## src/rtl/timer_irq_controller_if.sv

```systemverilog
// Avalon-style slave bus shared by the timer interrupt controller register file.
// The master modport belongs to the interconnect; the slave modport to the controller.
interface timer_irq_controller_if;
  logic        read_n;
  logic        write_n;
  logic [31:0] address;
  logic [31:0] writeData;
  logic [31:0] readData;

  modport master (output read_n, write_n, address, writeData, input readData);
  modport slave  (input read_n, write_n, address, writeData, output readData);
endinterface

```

## src/rtl/timer_irq_controller.sv

```systemverilog
// Latches timer interrupt edges as pending and arbitrates them onto one CPU line with claim/complete.
// Define TIMER_IRQ_RR_EN for round-robin arbitration; otherwise the lowest pending index wins.
module timer_irq_controller #(
  parameter int NUM_TIMERS = 4,
  parameter int ID_W       = 3
) (
  input  logic                  clk,
  input  logic                  rst,
  timer_irq_controller_if.slave bus,
  input  logic [NUM_TIMERS-1:0] tim_irq,
  output logic                  cpu_irq,
  output logic [ID_W-1:0]       cpu_irq_id
);

  typedef enum logic [1:0] {IDLE, REQ, SERVICE} state_t;

  localparam logic [2:0] OFF_PENDING  = 3'd0;
  localparam logic [2:0] OFF_MASK     = 3'd1;
  localparam logic [2:0] OFF_CTRL     = 3'd2;
  localparam logic [2:0] OFF_CLAIM    = 3'd3;
  localparam logic [2:0] OFF_COMPLETE = 3'd4;

  state_t                state, state_nxt;
  logic [NUM_TIMERS-1:0] pending, pending_nxt;
  logic [NUM_TIMERS-1:0] mask;
  logic                  enable;
  logic [NUM_TIMERS-1:0] tim_irq_q;
  logic [ID_W-1:0]       winner, winner_nxt;
  logic [ID_W-1:0]       search_start;
  logic                  claim_fire;
  logic [31:0]           rd_mux;

  logic [2:0]            offset;
  logic                  rd_en;
  logic                  wr_en;
  logic                  claim_rd;
  logic                  complete_wr;
  logic [NUM_TIMERS-1:0] irq_edge;
  logic [NUM_TIMERS-1:0] eligible;
  logic [NUM_TIMERS-1:0] winner_onehot;
  logic                  unused_bus_bits;

  // A simultaneous read and write executes only the write, so the read path is qualified by write_n.
  assign offset          = bus.address[4:2];
  assign rd_en           = !bus.read_n && bus.write_n;
  assign wr_en           = !bus.write_n;
  assign claim_rd        = rd_en && (offset == OFF_CLAIM);
  assign complete_wr     = wr_en && (offset == OFF_COMPLETE) && (bus.writeData[ID_W-1:0] == winner);
  assign irq_edge        = tim_irq & ~tim_irq_q;
  assign eligible        = (enable && (state != SERVICE)) ? (pending & mask) : '0;
  assign winner_onehot   = NUM_TIMERS'(1) << winner;
  assign unused_bus_bits = ^{bus.address[31:5], bus.address[1:0], bus.writeData};

  // Rotate the request vector so the search begins at 'start', then take the first set bit.
  function automatic logic [ID_W-1:0] pick_winner(input logic [NUM_TIMERS-1:0] req,
                                                  input logic [ID_W-1:0] start);
    logic [NUM_TIMERS-1:0] rot;
    logic [ID_W-1:0]       result;
    logic                  found;
    rot    = NUM_TIMERS'({req, req} >> start);
    result = '0;
    found  = 1'b0;
    for (int k = 0; k < NUM_TIMERS; k++) begin
      if (!found && rot[k]) begin
        result = ID_W'((int'(start) + k) % NUM_TIMERS);
        found  = 1'b1;
      end
    end
    return result;
  endfunction

`ifdef TIMER_IRQ_RR_EN
  localparam logic RR_MODE = 1'b1;
  logic [ID_W-1:0] rr_ptr;

  always_ff @(posedge clk) begin
    if (rst) begin
      rr_ptr <= '0;
    end else if (claim_fire) begin
      rr_ptr <= (winner == ID_W'(NUM_TIMERS - 1)) ? '0 : winner + 1'b1;
    end
  end

  assign search_start = rr_ptr;
`else
  localparam logic RR_MODE = 1'b0;
  assign search_start = '0;
`endif

  // Once latched in REQ the winner is held; only a claim or its loss of eligibility moves on.
  always_comb begin
    state_nxt  = state;
    winner_nxt = winner;
    claim_fire = 1'b0;
    case (state)
      IDLE: begin
        if (|eligible) begin
          state_nxt  = REQ;
          winner_nxt = pick_winner(eligible, search_start);
        end
      end
      REQ: begin
        if (claim_rd) begin
          state_nxt  = SERVICE;
          claim_fire = 1'b1;
        end else if (!(|(eligible & winner_onehot))) begin
          state_nxt = IDLE;
        end
      end
      SERVICE: begin
        if (complete_wr) begin
          state_nxt = IDLE;
        end
      end
      default: state_nxt = IDLE;
    endcase
  end

  // New edges are OR-ed in last so they survive both a W1C and a claim in the same cycle.
  always_comb begin
    pending_nxt = pending;
    if (wr_en && (offset == OFF_PENDING)) begin
      pending_nxt = pending_nxt & ~bus.writeData[NUM_TIMERS-1:0];
    end
    if (claim_fire) begin
      pending_nxt = pending_nxt & ~winner_onehot;
    end
    pending_nxt = pending_nxt | irq_edge;
  end

  always_comb begin
    rd_mux = '0;
    case (offset)
      OFF_PENDING: rd_mux = 32'(pending);
      OFF_MASK:    rd_mux = 32'(mask);
      OFF_CTRL:    rd_mux = {30'd0, RR_MODE, enable};
      OFF_CLAIM:   rd_mux = (state == REQ) ? 32'(winner) : 32'hFFFF_FFFF;
      default:     rd_mux = '0;
    endcase
  end

  always_ff @(posedge clk) begin
    if (rst) begin
      state         <= IDLE;
      winner        <= '0;
      pending       <= '0;
      mask          <= '0;
      enable        <= 1'b0;
      tim_irq_q     <= '0;
      bus.readData  <= '0;
      cpu_irq       <= 1'b0;
      cpu_irq_id    <= '0;
    end else begin
      state     <= state_nxt;
      winner    <= winner_nxt;
      pending   <= pending_nxt;
      tim_irq_q <= tim_irq;
      if (wr_en && (offset == OFF_MASK)) begin
        mask <= bus.writeData[NUM_TIMERS-1:0];
      end
      if (wr_en && (offset == OFF_CTRL)) begin
        enable <= bus.writeData[0];
      end
      if (!bus.read_n) begin
        bus.readData <= bus.write_n ? rd_mux : '0;
      end
      cpu_irq    <= (state_nxt == REQ);
      cpu_irq_id <= (state_nxt == REQ) ? winner_nxt : '0;
    end
  end

endmodule

```

## src/flat_wrapper.sv

```systemverilog
// flat-port wrapper written by rule: the top's interface ports become plain ports
module timer_irq_controller_flat 
#(
  parameter int NUM_TIMERS = 4,
  parameter int ID_W       = 3
)
  (clk, rst, tim_irq, cpu_irq, cpu_irq_id, bus_read_n, bus_write_n, bus_address, bus_writeData, bus_readData);
  timer_irq_controller_if bus_i ();
  input  logic clk;
  input  logic rst;
  input  logic [NUM_TIMERS-1:0] tim_irq;
  output logic cpu_irq;
  output logic [ID_W-1:0] cpu_irq_id;
  input wire logic [$bits(bus_i.read_n)-1:0] bus_read_n;
  input wire logic [$bits(bus_i.write_n)-1:0] bus_write_n;
  input wire logic [$bits(bus_i.address)-1:0] bus_address;
  input wire logic [$bits(bus_i.writeData)-1:0] bus_writeData;
  output wire logic [$bits(bus_i.readData)-1:0] bus_readData;
  assign bus_i.read_n = bus_read_n;
  assign bus_i.write_n = bus_write_n;
  assign bus_i.address = bus_address;
  assign bus_i.writeData = bus_writeData;
  assign bus_readData = bus_i.readData;
  timer_irq_controller #(.NUM_TIMERS(NUM_TIMERS), .ID_W(ID_W)) u_core (.clk(clk), .rst(rst), .bus(bus_i), .tim_irq(tim_irq), .cpu_irq(cpu_irq), .cpu_irq_id(cpu_irq_id));
endmodule
```

## config.mk

```make
export PLATFORM = sky130hd
export DESIGN_NAME = timer_irq_controller_flat
export DESIGN_NICKNAME = d
export VERILOG_FILES = /design/src/rtl/timer_irq_controller_if.sv /design/src/rtl/timer_irq_controller.sv /design/src/flat_wrapper.sv
export SDC_FILE = /design/constraint.sdc
export NUM_CORES = 1
export LEC_CHECK = 0
export CAP_MARGIN = 20
export CORE_MARGIN = 3
export CORE_UTILIZATION = 25
export CTS_CLUSTER_SIZE = 10
export DETAILED_ROUTE_END_ITERATION = 6
export GPL_TIMING_DRIVEN = 0
export PLACE_DENSITY = 0.67
export RECOVER_POWER = 50
export SLEW_MARGIN = 10
export SYNTH_ARGS = -nofsm -noshare
export SYNTH_HDL_FRONTEND = slang
export SYNTH_SLANG_ARGS = --single-unit
export TNS_END_PERCENT = 5
```

## constraint.sdc

```tcl
create_clock -name clk -period 2.9 [get_ports clk]
set_clock_uncertainty 0.1 [all_clocks]
set_input_delay 0.58 -clock clk [delete_from_list [all_inputs] [get_ports clk]]
set_output_delay 0.58 -clock clk [all_outputs]
set_load 0.02 [all_outputs]
```

==> flow_summary_export.csv <==
group,metric,value,unit
drt,wirelength,3520,um
logic_synthesis,ys_seq_elements,27,
logic_synthesis,synthCells,169,
logic_synthesis,synthFlopType,"dfxtp_1",
critical_path,reg2regPathDepth,4,
sta,finalCriticalPeriod,2.67,ns
critical_path,crit_fanout,29,
cts,cts_setup_buffers,0,
placement,gp_congestion,0.859,
min_path,hold_depth,2,
run,maxCapViolations,0,
sta,clock.fmax,375,MHz
cells_and_area,nFillCells,601,
cts,clk_pin_slew,0.10,ns
cts,insertion_delay,0.28,ns
sta,fin_tns_setup,0,ns
global_route,grt.overflow.total,0,
sta,maxSlewViolCount,0,
cts,cts_resized,0,
placement,dp_slack,0.504,ns
logic_synthesis,ys_types,44,
cts,clkSinkCount,27,
cts,clockBufferDepth,2,
logic_synthesis,synth_top_area_share,0.361,
logic_synthesis,syn_avg_cell_area,8.86,um2
floorplan,io_pins,108,
critical_path,worstSetupPathType,"flop to primary output",
logic_synthesis,ys_top_cells_by_count,"27 x buf_4, 27 x dfxtp_1, 16 x nor2_1",
floorplan,core,5640,um2
critical_path,critPathArrivalTime,1.99,ns
cts,clockRootBuffer,"clkbuf_8",
cts,h-tree-depth,1,
logic_synthesis,ys_top_cells_by_area,"dfxtp_1 36%, buf_4 14%, a21oi_1 4.7%",
floorplan,die_w,83.4,um
logic_synthesis,seq_area_frac_synth,0.361,
floorplan,start_util,0.265,
logic_synthesis,async_flop_share,0,
drt,drc,0,
global_route,grt_max_degree,30,
cells_and_area,diodes,0,
power,vdd.ir_drop.worst,0.260,mV
cts,hold_buffers,0,
critical_path,required,2.22,ns
critical_path,endpoint_kind,"primary output",
sta,hold_viol,0,
sta,finalSetupViolCount,0,
outcome,status,"finished clean",
power,powerDensity,349,nW/um2
global_route,antenna_found_initial,0,
global_route,grt_pass1_wl,6090,um
drt,postRouteAntennaNets,0,
drt,drt-pass1-iter-count,4,
drt,dr_total_vias,1322,
placement,portBuffers,48,
critical_path,r2r_slack,1.37,ns
placement,hpwl,2760,um
sta,tightestPinTransition,0.842,ns
drt,viasPerCell,4.51,
logic_synthesis,yosysTopAreaCell,"dfxtp_1",
logic_synthesis,synth-edff-count,0,
sta,rsz0062_at_grt,"false",
cts,cts_buffers,3,
drt,wire_per_inst,12.0,um
logic_synthesis,synth_area,1500,um2
power,p_leak,0.000804,uW
sta,finalWorstSetupSlack,0.231,ns
floorplan,num_rows,27,
min_path,hp-class,"flop to flop",
floorplan,dieArea,6960,um2
cells_and_area,area_growth_syn_to_layout,38.7,%
cells_and_area,num-nets-final,294,
sta,fin_crit_sh,0.920,
cts,cts_tree,"built",
cells_and_area,drive_above_1_share,0.176,
logic_synthesis,postSynthNetCount,241,
global_route,grt_pass1_vias,1290,
critical_path,worstSetupStartpointType,"flop",
sta,relSlewSlack,0.438,
drt,drt_iter0_drc,96,
floorplan,die_h,83.4,um
global_route,grt_usage,0.104,
logic_synthesis,yosys_warnings,0,
state kept, by name, summed over array words and instances, names as in the netlist:
| signal | cells |
|---|---|
| u_core.mask | 4 |
| u_core.cpu_irq_id | 3 |
| u_core.tim_irq_q | 4 |
| u_core.state | 2 |
| u_core.cpu_irq | 1 |
| u_core.pending | 4 |
| u_core.enable | 1 |
| u_core.winner | 3 |
| u_core.bus.readData | 5 |
cells in the final DEF (no fill, tap or decap), drive strengths merged, types with 2 or more instances in the layout:
cell type,count
a21oi,14
a22oi,3
buf,32
clkbuf,6
clkdlybuf4s50,37
dfxtp,27
dlygate4sd3,11
inv,4
mux2i,5
nand2,8
nand2b,5
nand3,2
nand3b,2
nand4,3
nand4b,3
nor2,16
nor2b,5
nor3,2
nor3b,3
nor4b,2
nor4bb,2
o211ai,4
o21ai,4
o22ai,2
xor2,2
routing by layer:
layer	GRT usage	wire length [um]
met5	0	0
met4	0.0238	51
met3	0.0317	302
met2	0.176	1590
met1	0.129	1580
worst max-delay path, stage by stage (launching register included):
cell	delay, ns
dfxtp_1	0.88
buf_4	0.22
clkdlybuf4s50_1	0.60
cell families after synthesis:
group                  count (synthesis)  synth area share
AND/OR/NAND/NOR                       57             0.247
buffers and inverters                 39             0.170
AO/OA/AOI/OAI                         37             0.168
flip-flops                            27             0.361
multiplexers                           5            0.0334
XOR/XNOR                               3            0.0175
other                                  1           0.00250
worst paths after layout:
path	startpoint	endpoint
worst max-delay path	u_core.bus.readData[30]	bus_readData[18]
worst min-delay path	u_core.bus.readData[0]	u_core.bus.readData[0]
worst max register to register	u_core.state[0]	u_core.bus.readData[2]
worst min register to register	u_core.bus.readData[0]	u_core.bus.readData[0]
cell type report:
cell class | instances | area [um2] | area share
sequential | 27 | 541 | 0.260
buffer | 35 | 239 | 0.115
timing repair buffer | 48 | 480 | 0.231
clock inverter | 1 | 7.51 | 0.00361
tap | 72 | 90.1 | 0.0434
inverter | 4 | 15.0 | 0.00723
clock buffer | 3 | 41.3 | 0.0199
multi-input combinational | 103 | 663 | 0.319
report_power, final:
| part | leakage, uW | internal (uW) | switching [uW] | total, uW |
|---|---|---|---|---|
| combinational | 0.000562 | 55.8 | 52.6 | 108 |
| clock | 0.0000217 | 97.7 | 124 | 221 |
| sequential | 0.000221 | 383 | 11.6 | 394 |
| total | 0.000804 | 536 | 188 | 724 |
through the flow:
stage / total power (uW) / area [um2] / util / hold WS, ns / std cells
after floorplan: 467 / 1500 / - / 0.362 / 169
final: 724 / 2080 / 0.368 / 0.357 / 293
after CTS: 740 / 2120 / 0.375 / 0.369 / 293
after global routing: 769 / 2080 / 0.368 / 0.388 / 293
after detailed placement: 518 / 2070 / 0.367 / 0.355 / 289
after global placement: 516 / 2070 / 0.367 / 0.353 / 289
No activity file was read; power rests on OpenSTA's default activity.
